===== src/rtl/seq_pkg.sv =====
// rtl/seq_pkg.sv - shared types for the sequence-detector serializer path
package seq_pkg;

   // Serializer FSM states; PARITY is only reachable when the parity cycle is built in
   typedef enum logic [1:0] {
      IDLE   = 2'd0,
      SHIFT  = 2'd1,
      PARITY = 2'd2
   } ser_state_t;

   // Widest parallel word the serializer is meant to carry
   localparam int SER_MAX_WIDTH = 32;

   // Parallel word container sized for the widest configuration
   typedef logic [SER_MAX_WIDTH-1:0] ser_word_t;

   // One serial beat as seen by the detector: the bit and its qualifier
   typedef struct packed {
      logic bits;
      logic valid;
   } ser_bit_t;

endpackage


===== src/rtl/seq_serializer.sv =====
// rtl/seq_serializer.sv - parallel-to-serial feeder, optional parity cycle via SEQ_SERIALIZER_PARITY_EN
module seq_serializer
   import seq_pkg::*;
#(
   parameter int   WIDTH     = 8,
   parameter bit   MSB_FIRST = 1'b1,
   parameter logic IDLE_BIT  = 1'b0
) (
   input  logic             clk,
   input  logic             reset,
   input  logic             load_valid,
   output logic             load_ready,
   input  logic [WIDTH-1:0] load_data,
   output logic             outbits,
   output logic             out_valid,
   output logic             busy
);

   localparam int            CW       = (WIDTH > 1) ? $clog2(WIDTH) : 1;
   localparam logic [CW-1:0] LAST_IDX = CW'(WIDTH - 1);

   ser_state_t       r_state;
   ser_state_t       w_state_next;
   logic [WIDTH-1:0] r_shift;
   logic [WIDTH-1:0] w_shift_next;
   logic [CW-1:0]    r_cnt;
   logic             r_outbits;
   logic             r_out_valid;
   logic             w_load_ready;
   logic             w_xfer;
   logic             w_last;
   logic             w_load_bit;
   logic             w_shift_bit;
`ifdef SEQ_SERIALIZER_PARITY_EN
   logic             r_parity;
`endif

   assign w_last     = (r_cnt == '0);
   assign w_xfer     = load_valid & w_load_ready;
   assign load_ready = w_load_ready;
   assign outbits    = r_outbits;
   assign out_valid  = r_out_valid;
   assign busy       = (r_state != IDLE);

   // Select which end of the word leaves first; the register rotates so every
   // stored bit stays in use, the wrapped bit is never presented again
   always_comb begin
      if (MSB_FIRST) begin
         w_shift_next = {r_shift[WIDTH-2:0], r_shift[WIDTH-1]};
         w_shift_bit  = r_shift[WIDTH-2];
         w_load_bit   = load_data[WIDTH-1];
      end else begin
         w_shift_next = {r_shift[0], r_shift[WIDTH-1:1]};
         w_shift_bit  = r_shift[1];
         w_load_bit   = load_data[0];
      end
   end

   // State register
   always_ff @(posedge clk or posedge reset) begin
      if (reset) begin
         r_state <= IDLE;
      end else begin
         r_state <= w_state_next;
      end
   end

   // Next state and load_ready; ready depends only on state and counter
   always_comb begin
      w_state_next = r_state;
      w_load_ready = 1'b0;
      case (r_state)
         IDLE: begin
            w_load_ready = 1'b1;
            if (load_valid) begin
               w_state_next = SHIFT;
            end
         end
         SHIFT: begin
            if (w_last) begin
`ifdef SEQ_SERIALIZER_PARITY_EN
               w_state_next = PARITY;
`else
               w_load_ready = 1'b1;
               w_state_next = load_valid ? SHIFT : IDLE;
`endif
            end
         end
`ifdef SEQ_SERIALIZER_PARITY_EN
         PARITY: begin
            w_load_ready = 1'b1;
            w_state_next = load_valid ? SHIFT : IDLE;
         end
`endif
         default: begin
            w_state_next = IDLE;
         end
      endcase
   end

   // Datapath: load on transfer, shift while bits remain, otherwise park at idle
   always_ff @(posedge clk or posedge reset) begin
      if (reset) begin
         r_shift     <= '0;
         r_cnt       <= '0;
         r_outbits   <= IDLE_BIT;
         r_out_valid <= 1'b0;
`ifdef SEQ_SERIALIZER_PARITY_EN
         r_parity    <= 1'b0;
`endif
      end else if (w_xfer) begin
         r_shift     <= load_data;
         r_cnt       <= LAST_IDX;
         r_outbits   <= w_load_bit;
         r_out_valid <= 1'b1;
`ifdef SEQ_SERIALIZER_PARITY_EN
         r_parity    <= ^load_data;
`endif
      end else if (r_state == SHIFT && !w_last) begin
         r_shift     <= w_shift_next;
         r_cnt       <= r_cnt - CW'(1);
         r_outbits   <= w_shift_bit;
         r_out_valid <= 1'b1;
`ifdef SEQ_SERIALIZER_PARITY_EN
      end else if (r_state == SHIFT) begin
         // Last data bit just went out; the parity bit takes the next slot
         r_outbits   <= r_parity;
         r_out_valid <= 1'b1;
`endif
      end else begin
         r_shift     <= '0;
         r_outbits   <= IDLE_BIT;
         r_out_valid <= 1'b0;
      end
   end

endmodule


===== config.mk =====
export PLATFORM = sky130hd
export DESIGN_NAME = seq_serializer
export DESIGN_NICKNAME = d
export VERILOG_FILES = /design/src/rtl/seq_pkg.sv /design/src/rtl/seq_serializer.sv
export SDC_FILE = /design/constraint.sdc
export NUM_CORES = 1
export LEC_CHECK = 0
export CELL_PAD_IN_SITES_DETAIL_PLACEMENT = 0
export CELL_PAD_IN_SITES_GLOBAL_PLACEMENT = 1
export CORE_UTILIZATION = 35
export CTS_CLUSTER_DIAMETER = 50
export CTS_CLUSTER_SIZE = 25
export DETAILED_ROUTE_END_ITERATION = 7
export PLACE_DENSITY = 0.81
export SYNTH_ARGS = -nofsm -noshare
export SYNTH_HDL_FRONTEND = slang
export SYNTH_SLANG_ARGS = --single-unit
export TNS_END_PERCENT = 10

===== constraint.sdc =====
create_clock -name clk -period 1.53 [get_ports clk]
set_input_delay 0.306 -clock clk [delete_from_list [all_inputs] [get_ports clk]]
set_output_delay 0.306 -clock clk [all_outputs]
set_load 0.05 [all_outputs]

==> metrics.md, run 1 <==
| Metric | Value |
|---|---|
| Final non-filler cell total | 94 |
| HP Class | in -> async |
| Switching fraction of total power | 37.1% |
| Dpl hpwl | 812 microns |
| Clock Skews | 0.00312 ns |
| Internal power | 0.977 mW |
| Failing checks | negative setup slack |
| # nets final | 92 |
| Num Clock Sinks | 13 |
| Vias in the first global route | 450 |
| WP data arrival | 1.36 ns |
| Antenna diodes | 0 |
| Fmax | 601 MHz |
| CP max-delay cell | dfrtp_1 |
| CP top delay family | adder cells |
| Total track usage | 15.0% |
| Port-buffer cells | 14 |
| Worst Path Required | 1.22 ns |
| Synth Register Bits | 13 |
| Crit Path Max Fanout | 2 |
| Worst slew margin | 67.3% |
| Max Used Layer | met4 |
| Avg Cell Area, Syn | 10.7 sq um |
| Clock power share | 13.7% |
| M1 WL | 559 microns |
| Root buf cell | clkbuf_4 |
| Synth Instances | 56 |
| First-pass GRT wire length | 2000 microns |
| Worst r2r src | r_cnt[1] |
| Via count | 447 |
| Synth Net Count | 69 |
| Largest net degree at the start of global routing | 14 |
| Initial antenna violation count | 0 |
| Die height | 43.3 microns |
| Buf/Inv on CP | 3 |
| CTS buffer count | 3 |
| H-tree Lvls | 1 |
| Setup WS post-layout | -0.134 ns |
| Worst Setup Path Type | reg -> out |
| Max-cap violations | 0 |
| Psw | 0.577 mW |
| Core Box Area | 1560 sq um |
| Sequential share of power | 34.2% |
| CTS tree | built |
| Fin. Hold Viols | 0 |
| CP max stage delay | 0.35 ns |
| Crit path capture | load_ready |
| Setup TNS Final | -0.134 ns |
| Slew Limit Fails | 0 |
| Register area share after synthesis | 54.4% |
| Post-DRT Antenna Nets | 0 |
| Site Rows | 14 |
| Synthesis Warnings | 0 |
| Metal2 WL | 494 microns |
| Routability cong. | 0.705 |
| Io pins | 15 |
| Status | complete, but fails checks |
| Combinational share of power | 52.1% |
| Vias per Instance | 4.76 |
| CP Capture Type | output pin |
| P_leak | 0.397 nW |
| Initial core utilization | 38.4% |
| Worst R2R Setup Slack | 0.20 ns |
| Fill cells | 140 |
| Initial DRC count | 1 |
| R2R Path End | r_cnt[2] |
| Crit path depth | 6 |
| Final Critical Period | 1.66 ns |
| Area grow syn2layout | 43.9% |
| DRT Pass-1 Iters | 4 |
| Cells on worst reg2reg path | 7 |
| Worst slew pin tran | 0.490 ns |
| CP Cell Sequence | inv_1 > ha_2 > ha_4 > nor2b_4 > inv_6 > buf_8 |
| RSZ-0062 raised after global routing | true |
| Number of remaining DRC errors | 0 |
| Length of routed met3 wiring | 54 microns |
| Reg clk slew, reported paths | 0.08 ns |
| WL final | 1150 microns |
| Power Density | 1810 nW/um^2 |
| CP startpoint | r_cnt[1] |
| Setup crit start kind | register |
| Clock Path Buffers | 2 |
| Tcrit/Tclk final | 109% |
| Cell area after synthesis | 598 sq um |
| Max IR drop VDD | 1040 uV |
| Die Wd | 43.3 microns |
| Layout cells sized above 1 | 23.1% |
| Worst skew pair latency | 0.28 ns |
| Wirelength per Cell | 12.2 microns |
| Library cells used by synthesis | 13 |
| Die area | 1880 sq um |
| Dpl cells | 89 |
| # setup viols final | 1 |
| Global route overflow | 0 |
-- metrics by stage --
step	utilization, %	hold WS [ns]	instance area (sq um)	total power, mW	setup slack, ns
after global routing	55.2	0.392	861	1.66	-0.196
final	55.2	0.345	861	1.55	-0.134
after floorplan	-	0.183	598	1.01	0.0844
after CTS	55.2	0.357	861	1.57	-0.148
after global placement	51.6	0.459	805	1.26	0.0632
after detailed placement	51.6	0.474	805	1.28	0.0345
-- what timing repair did --
action                     4_1_cts  5_1_grt
cloned                           0        0
gates resized for setup          5        0
setup buffers                    1        0
pin swaps                        1        2
hold buffers                     0        0
setup endpoints to repair        1        1
-- state kept, by name (all words and copies together), names as in the netlist --
register	flops
r_shift	7
r_cnt	3
out_valid	1
outbits	1
r_state	1
-- power by group through the flow --
stage	Combinational, mW	Sequential, mW	Clock, mW
4_1_cts	0.819	0.530	0.221
3_3_place_gp	0.728	0.536	0
3_5_place_dp	0.733	0.542	0
5_1_grt	0.879	0.548	0.231
6_report	0.809	0.531	0.214
2_1_floorplan	0.411	0.604	0
-- placed cells by master (no fill, tap or decap), drive strengths merged --
| cell type | count |
|---|---|
| ha | 2 |
| nand2b | 2 |
| clkdlybuf4s50 | 10 |
| mux2i | 3 |
| dfrtp | 13 |
| buf | 11 |
| inv | 5 |
| nand2 | 8 |
| o21ai | 8 |
| nand3b | 8 |
| clkbuf | 4 |
| nor2b | 1 |
| nor2 | 3 |
-- logic make-up (layout without fill, tap and decap cells) --
family	after synthesis	in the layout	synth area share (%)
compound gates	8	8	6.69
mux	3	3	5.02
fa+ha+maj	2	2	4.18
flops	13	13	54.4
buf+inv	8	30	8.37
simple gates	22	22	21.3
-- cell usage after synthesis (all sizes together) --
cell type,instances,area share (%)
nor2b,1,2.3
inv,5,4.0
nand2b,2,2.1
buf,2,3.8
nand3b,8,10
nand2,8,5.0
ha,2,4.2
dfrtp,13,54
mux2i,3,5.0
o21ai,8,6.7
clkbuf,1,0.63
nor2,3,1.9
-- final cells by class --
type	count	area (sq um)	area share, %
clock buffers	4	26.3	3.05
inverters	5	23.8	2.76
multi-input cells	35	238	27.6
flip-flops and latches	13	325	37.8
well taps	16	20.0	2.33
repair buffers	21	228	26.5
-- layer usage --
metal / track usage (%) / vias up
met5: 0 / -
met4: 11.3 / 0
met3: 3.75 / 5
met2: 20.3 / 13
met1: 20.7 / 203
li1: - / 226
-- worst min path at each step --
stage | slack [ns] | from | to | cells past startpoint
floorplan | 0.18 | reset | out_valid | 1
global placement | 0.46 | r_shift[0] | r_shift[1] | 2
detailed placement | 0.47 | r_cnt[0] | r_cnt[0] | 1
CTS | 0.36 | reset | r_shift[3] | 2
global route | 0.39 | reset | r_shift[3] | 2
finish | 0.35 | reset | r_shift[5] | 2
No activity file was read; power rests on OpenSTA's default activity.
==> run 2: changes to the inputs <==
--- a/config.mk
+++ b/config.mk
@@ -7,6 +7,7 @@
 export LEC_CHECK = 0
 export CELL_PAD_IN_SITES_DETAIL_PLACEMENT = 0
 export CELL_PAD_IN_SITES_GLOBAL_PLACEMENT = 1
+export CORE_MARGIN = 2
 export CORE_UTILIZATION = 35
 export CTS_CLUSTER_DIAMETER = 50
 export CTS_CLUSTER_SIZE = 25
==> metrics.md, run 2 (synthesized netlist as in run 1, its figures left out) <==
| Metric | Value |
|---|---|
| Biggest regs | r_shift x7, r_cnt x3 |
| Max IR drop VDD | 1110 uV (+6.7%) |
| CP max-delay cell | dfrtp_1 |
| # setup viols final | 1 (unchanged) |
| Die Wd | 45.3 microns (+4.6%) |
| Setup TNS Final | -0.124 ns (+0.0106 ns) |
| P_leak | 0.402 nW (+1.2%) |
| Dpl hpwl | 797 microns (-1.9%) |
| HP Class | in -> async |
| CTS tree | built |
| Setup WS post-layout | -0.124 ns (+0.0106 ns) |
| Io pins | 15 (unchanged) |
| Reg clk slew, reported paths | 0.08 ns (about the same) |
| Worst slew margin | 67.0% (-0.28 points) |
| Metal2 WL | 548 microns (+11%) |
| Worst slew pin tran | 0.494 ns (+0.00420 ns) |
| Site Rows | 14 (unchanged) |
| Vias in the first global route | 472 (+4.9%) |
| Max Used Layer | met3 |
| Clock Path Buffers | 2 (unchanged) |
| Initial core utilization | 38.4% (unchanged) |
| Final Core Density | 55.7% (+0.48 points) |
| Largest register FFs | 7 (unchanged) |
| CP top delay family | flip-flops |
| Fin. Hold Viols | 0 (unchanged) |
| Length of routed met3 wiring | 65 microns (+20%) |
| Global route overflow | 0 (unchanged) |
| Die height | 45.3 microns (+4.6%) |
| Number of remaining DRC errors | 0 (unchanged) |
| Cts hold-fix bufs | 0 (unchanged) |
| Power Density | 1830 nW/um^2 (+1.2%) |
| Antenna diodes | 0 (unchanged) |
| Via count | 457 (+2.2%) |
| Slew Limit Fails | 0 (unchanged) |
| Vias per Instance | 4.81 (+1.2%) |
| First-pass GRT wire length | 1890 microns (-5.5%) |
| CTS buffer count | 3 (unchanged) |
| Status | complete, but fails checks |
| Buf/Inv on CP | 3 (unchanged) |
| Design Area, Final | 868 sq um (+0.87%) |
| DP Worst Slack | 0.0417 ns (+0.00719 ns) |
| # nets final | 93 (+1.1%) |
| Port-buffer cells | 14 (unchanged) |
| Total track usage | 13.3% (-1.7 points) |
| CP Cell Sequence | inv_1 > ha_2 > ha_4 > nor2b_4 > inv_6 > buf_8 |
| Worst r2r src | r_cnt[1] |
| CP max stage delay | 0.35 ns (about the same) |
| Layout cells sized above 1 | 24.1% (+0.97 points) |
| Initial DRC count | 4 (+3) |
| Crit Path Max Fanout | 2 (unchanged) |
| Max-cap violations | 0 (unchanged) |
| Initial antenna violation count | 0 (unchanged) |
| CP startpoint | r_cnt[1] |
| WP data arrival | 1.35 ns (about the same) |
| Dpl cells | 87 (-2.2%) |
| WHS | 0.357 ns (+0.0117 ns) |
| Num Clock Sinks | 13 (unchanged) |
| Worst Setup Path Type | reg -> out |
| Worst skew pair latency | 0.27 ns (about the same) |
| M1 WL | 520 microns (-7.0%) |
| Failing checks | negative setup slack |
| CP Capture Type | output pin |
| Placed Area | 790 sq um (-1.9%) |
| Wirelength per Cell | 11.9 microns (-2.3%) |
| Fmax | 605 MHz (+0.64%) |
| Routability cong. | 0.693 (-1.7%) |
| Core Box Area | 1560 sq um (unchanged) |
| Tcrit/Tclk final | 108% (-0.69 points) |
| Worst Path Required | 1.22 ns (about the same) |
| RSZ-0062 raised after global routing | true |
| Post-DRT Antenna Nets | 0 (unchanged) |
| Top reg by flops | r_shift |
| DRT Pass-1 Iters | 3 (-1) |
| Clock Skews | 0.00200 ns (-0.00112 ns) |
| Setup crit start kind | register |
| Largest net degree at the start of global routing | 14 (unchanged) |
| Final non-filler cell total | 95 (+1.1%) |
| Die area | 2060 sq um (+9.4%) |
| Most frequent cells in the layout | 13 x dfrtp_1, 10 x clkdlybuf4s50_1 |
| Commonest non-fill, non-tap cell in the layout | dfrtp_1 |
| Total power | 1.59 mW (+2.1%) |
| Root buf cell | clkbuf_4 |
| H-tree Lvls | 1 (unchanged) |
| WL final | 1130 microns (-1.2%) |
| Final Critical Period | 1.65 ns (-0.0106 ns) |
| Area grow syn2layout | 45.2% |
-- run 2: cell count changes in the layout (fill, tap and decap cells not counted) --
cell   delta
buf_4     +1
-- run 2: final cells by class --
| cell class | count | area [sq um] |
|---|---|---|
| well taps | 16 | 20.0 |
| multi-input cells | 35 | 238 |
| inverters | 5 | 23.8 |
| flip-flops and latches | 13 | 325 |
| fillers | 134 | 691 |
| repair buffers | 22 | 235 |
| clock buffers | 4 | 26.3 |
-- run 2: routing by layer --
| metal | up-vias | GRT usage [%] |
|---|---|---|
| met5 | - | 0 |
| met4 | 0 | 7.06 |
| met3 | 0 | 3.60 |
| met2 | 9 | 22.6 |
| met1 | 221 | 15.1 |
| li1 | 227 | - |
-- run 2: power breakdown --
part,total (mW),switching [mW],internal (mW),leakage [nW]
Sequential,0.532,0.0570,0.475,0.157
Clock,0.209,0.108,0.101,0.0150
Combinational,0.845,0.408,0.437,0.229
-- run 2: what timing repair did --
action	CTS	global route
endpoints found under the setup margin	1	1
pin swaps	1	2
resized for setup	5	0
setup buffers	3	1
-- run 2: worst paths after layout --
| check | end | slack (ns) | depth (start not counted) |
|---|---|---|---|
| worst max-delay path | load_ready | -0.12 | 6 |
| worst min-delay path | r_shift[0] | 0.36 | 2 |
| worst max register to register | r_shift[1] | 0.17 | 7 |
| worst min register to register | outbits | 0.49 | 2 |
| max in group asynchronous | r_shift[5] | 0.84 | 2 |
| min in group clk | outbits | 0.49 | 2 |
